`src/rtl/arm_lsu_pkg.sv`:
```
// Shared types and constants for the ARM load/store unit.
package arm_lsu_pkg;

    localparam logic [1:0] SZ_BYTE = 2'd0;
    localparam logic [1:0] SZ_HALF = 2'd1;
    localparam logic [1:0] SZ_WORD = 2'd2;

    localparam logic [31:0] DMEM_BASE = 32'h1000_0000;
    localparam logic [31:0] IMEM_BASE = 32'h0000_0000;

    typedef enum logic [2:0] {
        ST_IDLE,
        ST_RD,
        ST_WR,
        ST_RMW_RD,
        ST_RMW_WR,
        ST_RESP
    } lsu_state_t;

endpackage

```
`src/rtl/arm_lsu_align.sv`:
```
// Lane extraction/extension for loads and lane merge for sub-word stores.
// Latency: combinational.
// Backpressure: none.
module arm_lsu_align
    import arm_lsu_pkg::*;
(
    input  logic [1:0]  size,
    input  logic        sign_ext,
    input  logic [1:0]  lane,
    input  logic [31:0] mem_word,
    input  logic [31:0] st_data,
    output logic [31:0] ld_data,
    output logic [31:0] st_word
);

    logic [31:0] rot;
    logic [31:0] mask;
    logic [31:0] rep;
    logic [4:0]  sh;

    always_comb begin
        // Rotating right by the lane puts the addressed byte/half at bit 0,
        // which also gives the ARM unaligned-LDR result for word loads.
        case (lane)
            2'd1:    rot = {mem_word[7:0],  mem_word[31:8]};
            2'd2:    rot = {mem_word[15:0], mem_word[31:16]};
            2'd3:    rot = {mem_word[23:0], mem_word[31:24]};
            default: rot = mem_word;
        endcase

        ld_data = '0;
        st_word = st_data;
        mask    = '0;
        rep     = '0;
        sh      = '0;
        case (size)
            SZ_BYTE: begin
                ld_data = {{24{sign_ext & rot[7]}}, rot[7:0]};
                sh      = {lane, 3'b000};
                mask    = 32'h0000_00FF << sh;
                rep     = {4{st_data[7:0]}};
                st_word = (mem_word & ~mask) | (rep & mask);
            end
            SZ_HALF: begin
                ld_data = {{16{sign_ext & rot[15]}}, rot[15:0]};
                sh      = {lane[1], 4'b0000};
                mask    = 32'h0000_FFFF << sh;
                rep     = {2{st_data[15:0]}};
                st_word = (mem_word & ~mask) | (rep & mask);
            end
            SZ_WORD: ld_data = rot;
            default: ;
        endcase
    end

endmodule

```
`src/rtl/arm_load_store_unit.sv`:
```
// Load/store unit driving the arm_memory data port with word-wide cycles.
// Latency: fault 1, load/word store 2, sub-word store (read-modify-write) 3 cycles.
// Backpressure: req_ready only in IDLE; responses cannot be stalled.
module arm_load_store_unit
    import arm_lsu_pkg::*;
#(
    parameter int ADDR_W = 32,
    parameter int DATA_W = 32
) (
    input  logic              clk,
    input  logic              rst,
    input  logic              req_valid,
    output logic              req_ready,
    input  logic              req_we,
    input  logic [1:0]        req_size,
    input  logic              req_signed,
    input  logic [ADDR_W-1:0] req_addr,
    input  logic [DATA_W-1:0] req_wdata,
    output logic              resp_valid,
    output logic [DATA_W-1:0] resp_rdata,
    output logic              resp_fault,
    output logic [ADDR_W-1:0] mem_addr,
    output logic [DATA_W-1:0] mem_wdata,
    output logic              mem_we,
    input  logic [DATA_W-1:0] mem_rdata,
    input  logic              mem_excpt
);

    lsu_state_t        state_q, state_d;
    logic              accept;
    logic              we_q;
    logic [1:0]        size_q;
    logic              signed_q;
    logic [1:0]        lane_q;
    logic [DATA_W-1:0] wdata_q;
    logic [DATA_W-1:0] data_q;
    logic              fault_q;
    logic [DATA_W-1:0] ld_data;
    logic [DATA_W-1:0] st_word;

    assign req_ready = (state_q == ST_IDLE);

    arm_lsu_align u_align (
        .size     (size_q),
        .sign_ext (signed_q),
        .lane     (lane_q),
        .mem_word (mem_rdata),
        .st_data  (wdata_q),
        .ld_data  (ld_data),
        .st_word  (st_word)
    );

    always_comb begin
        state_d = state_q;
        accept  = 1'b0;
        case (state_q)
            ST_IDLE: begin
                if (req_valid) begin
                    accept = 1'b1;
                    if (req_size == 2'd3 || (req_size == SZ_HALF && req_addr[0]))
                        state_d = ST_RESP;
                    else if (!req_we)
                        state_d = ST_RD;
                    else if (req_size == SZ_WORD)
                        state_d = ST_WR;
                    else
                        state_d = ST_RMW_RD;
                end
            end
            ST_RD, ST_WR, ST_RMW_WR: state_d = ST_RESP;
            ST_RMW_RD: state_d = mem_excpt ? ST_RESP : ST_RMW_WR;
            ST_RESP:   state_d = ST_IDLE;
            default:   state_d = ST_IDLE;
        endcase
    end

    always_ff @(posedge clk or posedge rst) begin
        if (rst) state_q <= ST_IDLE;
        else     state_q <= state_d;
    end

    always_ff @(posedge clk or posedge rst) begin
        if (rst) begin
            we_q       <= 1'b0;
            size_q     <= '0;
            signed_q   <= 1'b0;
            lane_q     <= '0;
            wdata_q    <= '0;
            data_q     <= '0;
            fault_q    <= 1'b0;
            resp_valid <= 1'b0;
            resp_rdata <= '0;
            resp_fault <= 1'b0;
            mem_addr   <= '0;
            mem_wdata  <= '0;
            mem_we     <= 1'b0;
        end else begin
            resp_valid <= 1'b0;
            resp_fault <= 1'b0;
            resp_rdata <= '0;
            mem_we     <= 1'b0;
            case (state_q)
                ST_IDLE: begin
                    if (accept) begin
                        we_q      <= req_we;
                        size_q    <= req_size;
                        signed_q  <= req_signed;
                        lane_q    <= req_addr[1:0];
                        wdata_q   <= req_wdata;
                        data_q    <= '0;
                        fault_q   <= (state_d == ST_RESP);
                        mem_addr  <= {req_addr[ADDR_W-1:2], 2'b00};
                        mem_wdata <= req_wdata;
                        mem_we    <= (state_d == ST_WR);
                    end
                end
                ST_RD: begin
                    data_q  <= ld_data;
                    fault_q <= mem_excpt;
                end
                ST_WR: fault_q <= mem_excpt;
                ST_RMW_RD: begin
                    // An unmapped read aborts the store before any write is issued.
                    if (mem_excpt) begin
                        fault_q <= 1'b1;
                    end else begin
                        mem_wdata <= st_word;
                        mem_we    <= 1'b1;
                    end
                end
                ST_RESP: begin
                    resp_valid <= 1'b1;
                    resp_fault <= fault_q;
                    resp_rdata <= (fault_q || we_q) ? '0 : data_q;
                end
                default: ;
            endcase
        end
    end

endmodule

```
`config.mk`:
```
export PLATFORM = sky130hd
export DESIGN_NAME = arm_load_store_unit
export DESIGN_NICKNAME = d
export VERILOG_FILES = /design/src/rtl/arm_lsu_pkg.sv /design/src/rtl/arm_lsu_align.sv /design/src/rtl/arm_load_store_unit.sv
export SDC_FILE = /design/constraint.sdc
export NUM_CORES = 1
export LEC_CHECK = 0
export BUFFER_PORTS_ARGS = -buffer_cell sky130_fd_sc_hd__buf_2
export CAP_MARGIN = 25
export CORE_ASPECT_RATIO = 0.7
export CORE_MARGIN = 5
export CORE_UTILIZATION = 36
export DETAILED_ROUTE_END_ITERATION = 8
export GPL_TIMING_DRIVEN = 0
export HOLD_SLACK_MARGIN = 0.02
export PLACE_DENSITY = 0.62
export SLEW_MARGIN = 0
export SYNTH_ARGS = -nofsm -noshare
export SYNTH_HDL_FRONTEND = slang
export SYNTH_SLANG_ARGS = --single-unit
```
`constraint.sdc`:
```
create_clock -name clk -period 10.45 [get_ports clk]
set_input_delay 2.09 -clock clk [delete_from_list [all_inputs] [get_ports clk]]
set_output_delay 2.09 -clock clk [all_outputs]
set_load 0.005 [all_outputs]
```
==> reports/results.ini <==
[cts]
cts_buffer_depth = 2
postCtsSetupRepairBufs = 0
clk_pin_slew_ps = 80
cts.sinks = 171
cts_hold_buf = 0
insertion_delay_ps = 450
htreeDepth = 4
cts.repair.resized = 0
cts_tree = done
root_buffer = clkbuf_16
cts_inserted_buffers = 17

[synthesis]
synth_ff_type = dfrtp_1
ys_async_sr_fraction = 1.00
yosys.cell_types.count = 52
synth-seq-cells = 171
syn_area_um2 = 8190
synth.avg_cell_area_um2 = 11.9
ys_seq_area_frac = 0.523
synth_edf_count = 0
ys.warnings.count = 0
synth_cells = 691

[timing]
layout_setup_ws_ps = 6610
finalWorstPathRequiredPeriod_ps = 3840
rsz0062_at_grt = false
post-route-period-util = 0.368
fmax_ghz = 0.260
hold_viol_final = 0
fin_skew_ps = 14.4
drv_slew = 0
slew_headroom = 0.352
tightest_slew_ps = 962
final.setup.tns_ps = 0
setup_viol = 0
holdWs_ps = 481

[grt]
gr-total-overflow = 0
antenna_found_initial = 8
grt_pass1_vias = 6534
gr-usage-all-layers = 0.201
grt_max_degree = 99
grt_pass1_wl_um = 39300

[routing]
ant_nets = 0
routedWlPerCell_um = 20.8
first_pass_iters = 5
drc = 0
drt_iter0_drc = 584
vias_per_cell = 5.35
vias = 6643
wirelength_um = 25800

[placement]
gp_congestion = 0.939
placed_cells = 1206
place_area_um2 = 9620
place_worst_setup_slack_ps = 6560
hpwl_um = 19900
port_buffers = 201

[layout]
final_common_cell = buf_2
drive_above_1_share = 0.400
finalInstanceArea_um2 = 10200
final_cells = 1241
syn_to_final_growth_pct = 24.7
final.fill_count = 2147
utilization = 0.454
mostFrequentLayoutCells = 218 x buf_2, 171 x dfrtp_1, 81 x mux2_2, 42 x nand2_1, 36 x o21ai_0
finalNetCount = 1018

[pwr]
peakVddDrop_mv = 0.168
cellLeakagePower_nw = 4.80
swShare = 0.385
p_int_mw = 1.79
clkPwrFrac = 0.215
p_comb_frac = 0.409
total_power_mw = 2.91
power_switching_mw = 1.12
pwr_density_cell_nw_per_um2 = 285
p_seq_frac = 0.376

[worst_hold_path]
holdCritPathClass = flip-flop to flip-flop

[floorplanning]
start_util = 0.364
die_h_um = 136
boundaryPins = 204
core_area_um2 = 22500
dieArea_um2 = 25900
rows = 46
die_w_um = 190

[worst_setup_path]
crit_fanout = 10
cp-end-kind = primary output
cp-start-kind = flip-flop
cp.arrival_ps = 1750
worstSetupPathType = flip-flop to primary output
critPathRequiredTime_ps = 8360

[run_status]
outcome = finished clean

[run]
max-cap-violations = 0

==> power groups by stage <==
stage | logic (mW) | registers [mW] | clock network [mW]
after floorplan | 0.784 | 1.05 | 0
after global placement | 1.16 | 1.10 | 0
after detailed placement | 1.18 | 1.10 | 0
after CTS | 1.19 | 1.09 | 0.637
after global routing | 1.31 | 1.12 | 0.663
final | 1.19 | 1.09 | 0.625
==> synth_stat cells (7+ instances only) <==
master | instances | share of area
mux2i_1 | 15 | 0.018
clkbuf_1 | 23 | 0.011
a221o_1 | 8 | 0.0098
and3_1 | 17 | 0.013
and2_1 | 34 | 0.026
o221ai_1 | 8 | 0.0086
buf_2 | 16 | 0.0098
a22oi_1 | 25 | 0.023
nor2b_1 | 26 | 0.020
a211oi_1 | 16 | 0.015
buf_4 | 7 | 0.0064
nor4b_1 | 8 | 0.0086
nor3_1 | 16 | 0.0098
a211o_1 | 8 | 0.0086
nor2_1 | 29 | 0.013
mux4_2 | 17 | 0.047
o31ai_1 | 9 | 0.0082
dfrtp_1 | 171 | 0.52
o21ai_0 | 36 | 0.022
nand2_1 | 42 | 0.019
a21oi_1 | 33 | 0.020
mux2_2 | 81 | 0.11
==> layout make-up <==
class | instances | area (um2) | area share
Tap cell | 312 | 390 | 0.0382
Buffer | 52 | 272 | 0.0266
Multi-Input combinational cell | 465 | 3630 | 0.355
Clock inverter | 15 | 155 | 0.0152
Inverter | 4 | 22.5 | 0.00220
Clock buffer | 17 | 425 | 0.0416
Sequential cell | 171 | 4280 | 0.419
Antenna cell | 2 | 5.00 | 0.000490
Timing Repair Buffer | 203 | 1040 | 0.102
==> state kept, by name (all words and copies together), names as in the netlist, 2 cells and up <==
name / cells
size_q: 2
state_q: 3
data_q: 32
mem_addr: 30
wdata_q: 32
lane_q: 2
mem_wdata: 32
resp_rdata: 32
==> kinds of logic (layout without fill, tap and decap cells) <==
logic type | count (synthesis) | after routing | share of synthesized area
simple gates | 188 | 188 | 0.125
flops | 171 | 171 | 0.523
compound gates | 161 | 161 | 0.137
mux | 114 | 114 | 0.180
buf+inv | 56 | 291 | 0.0350
other cells | 1 | 4 | 0.000458
==> worst paths after layout <==
check	depth (start not counted)	end	slack (ps)	startpoint
max reg2reg	6	data_q[24]	8310	lane_q[0]
min in group asynchronous	2	mem_addr[31]	1690	rst
max in group asynchronous	3	mem_wdata[11]	7890	rst
min	1	resp_rdata[4]	480	data_q[4]
max	4	req_ready	6610	state_q[1]
min reg2reg	1	resp_rdata[4]	480	data_q[4]
==> routing by layer <==
metal / global-route usage / part of all wire
met1: 0.299 / 0.48
met2: 0.281 / 0.41
met3: 0.0732 / 0.095
met4: 0.0451 / 0.011
met5: 0 / 0.0024
==> critical path, stage by stage, from the launching register on <==
cell,delay (ps)
dfrtp_1,420
buf_2,200
or2_2,340
nor2_1,190
buf_2,170
No activity file was read; power rests on OpenSTA's default activity.
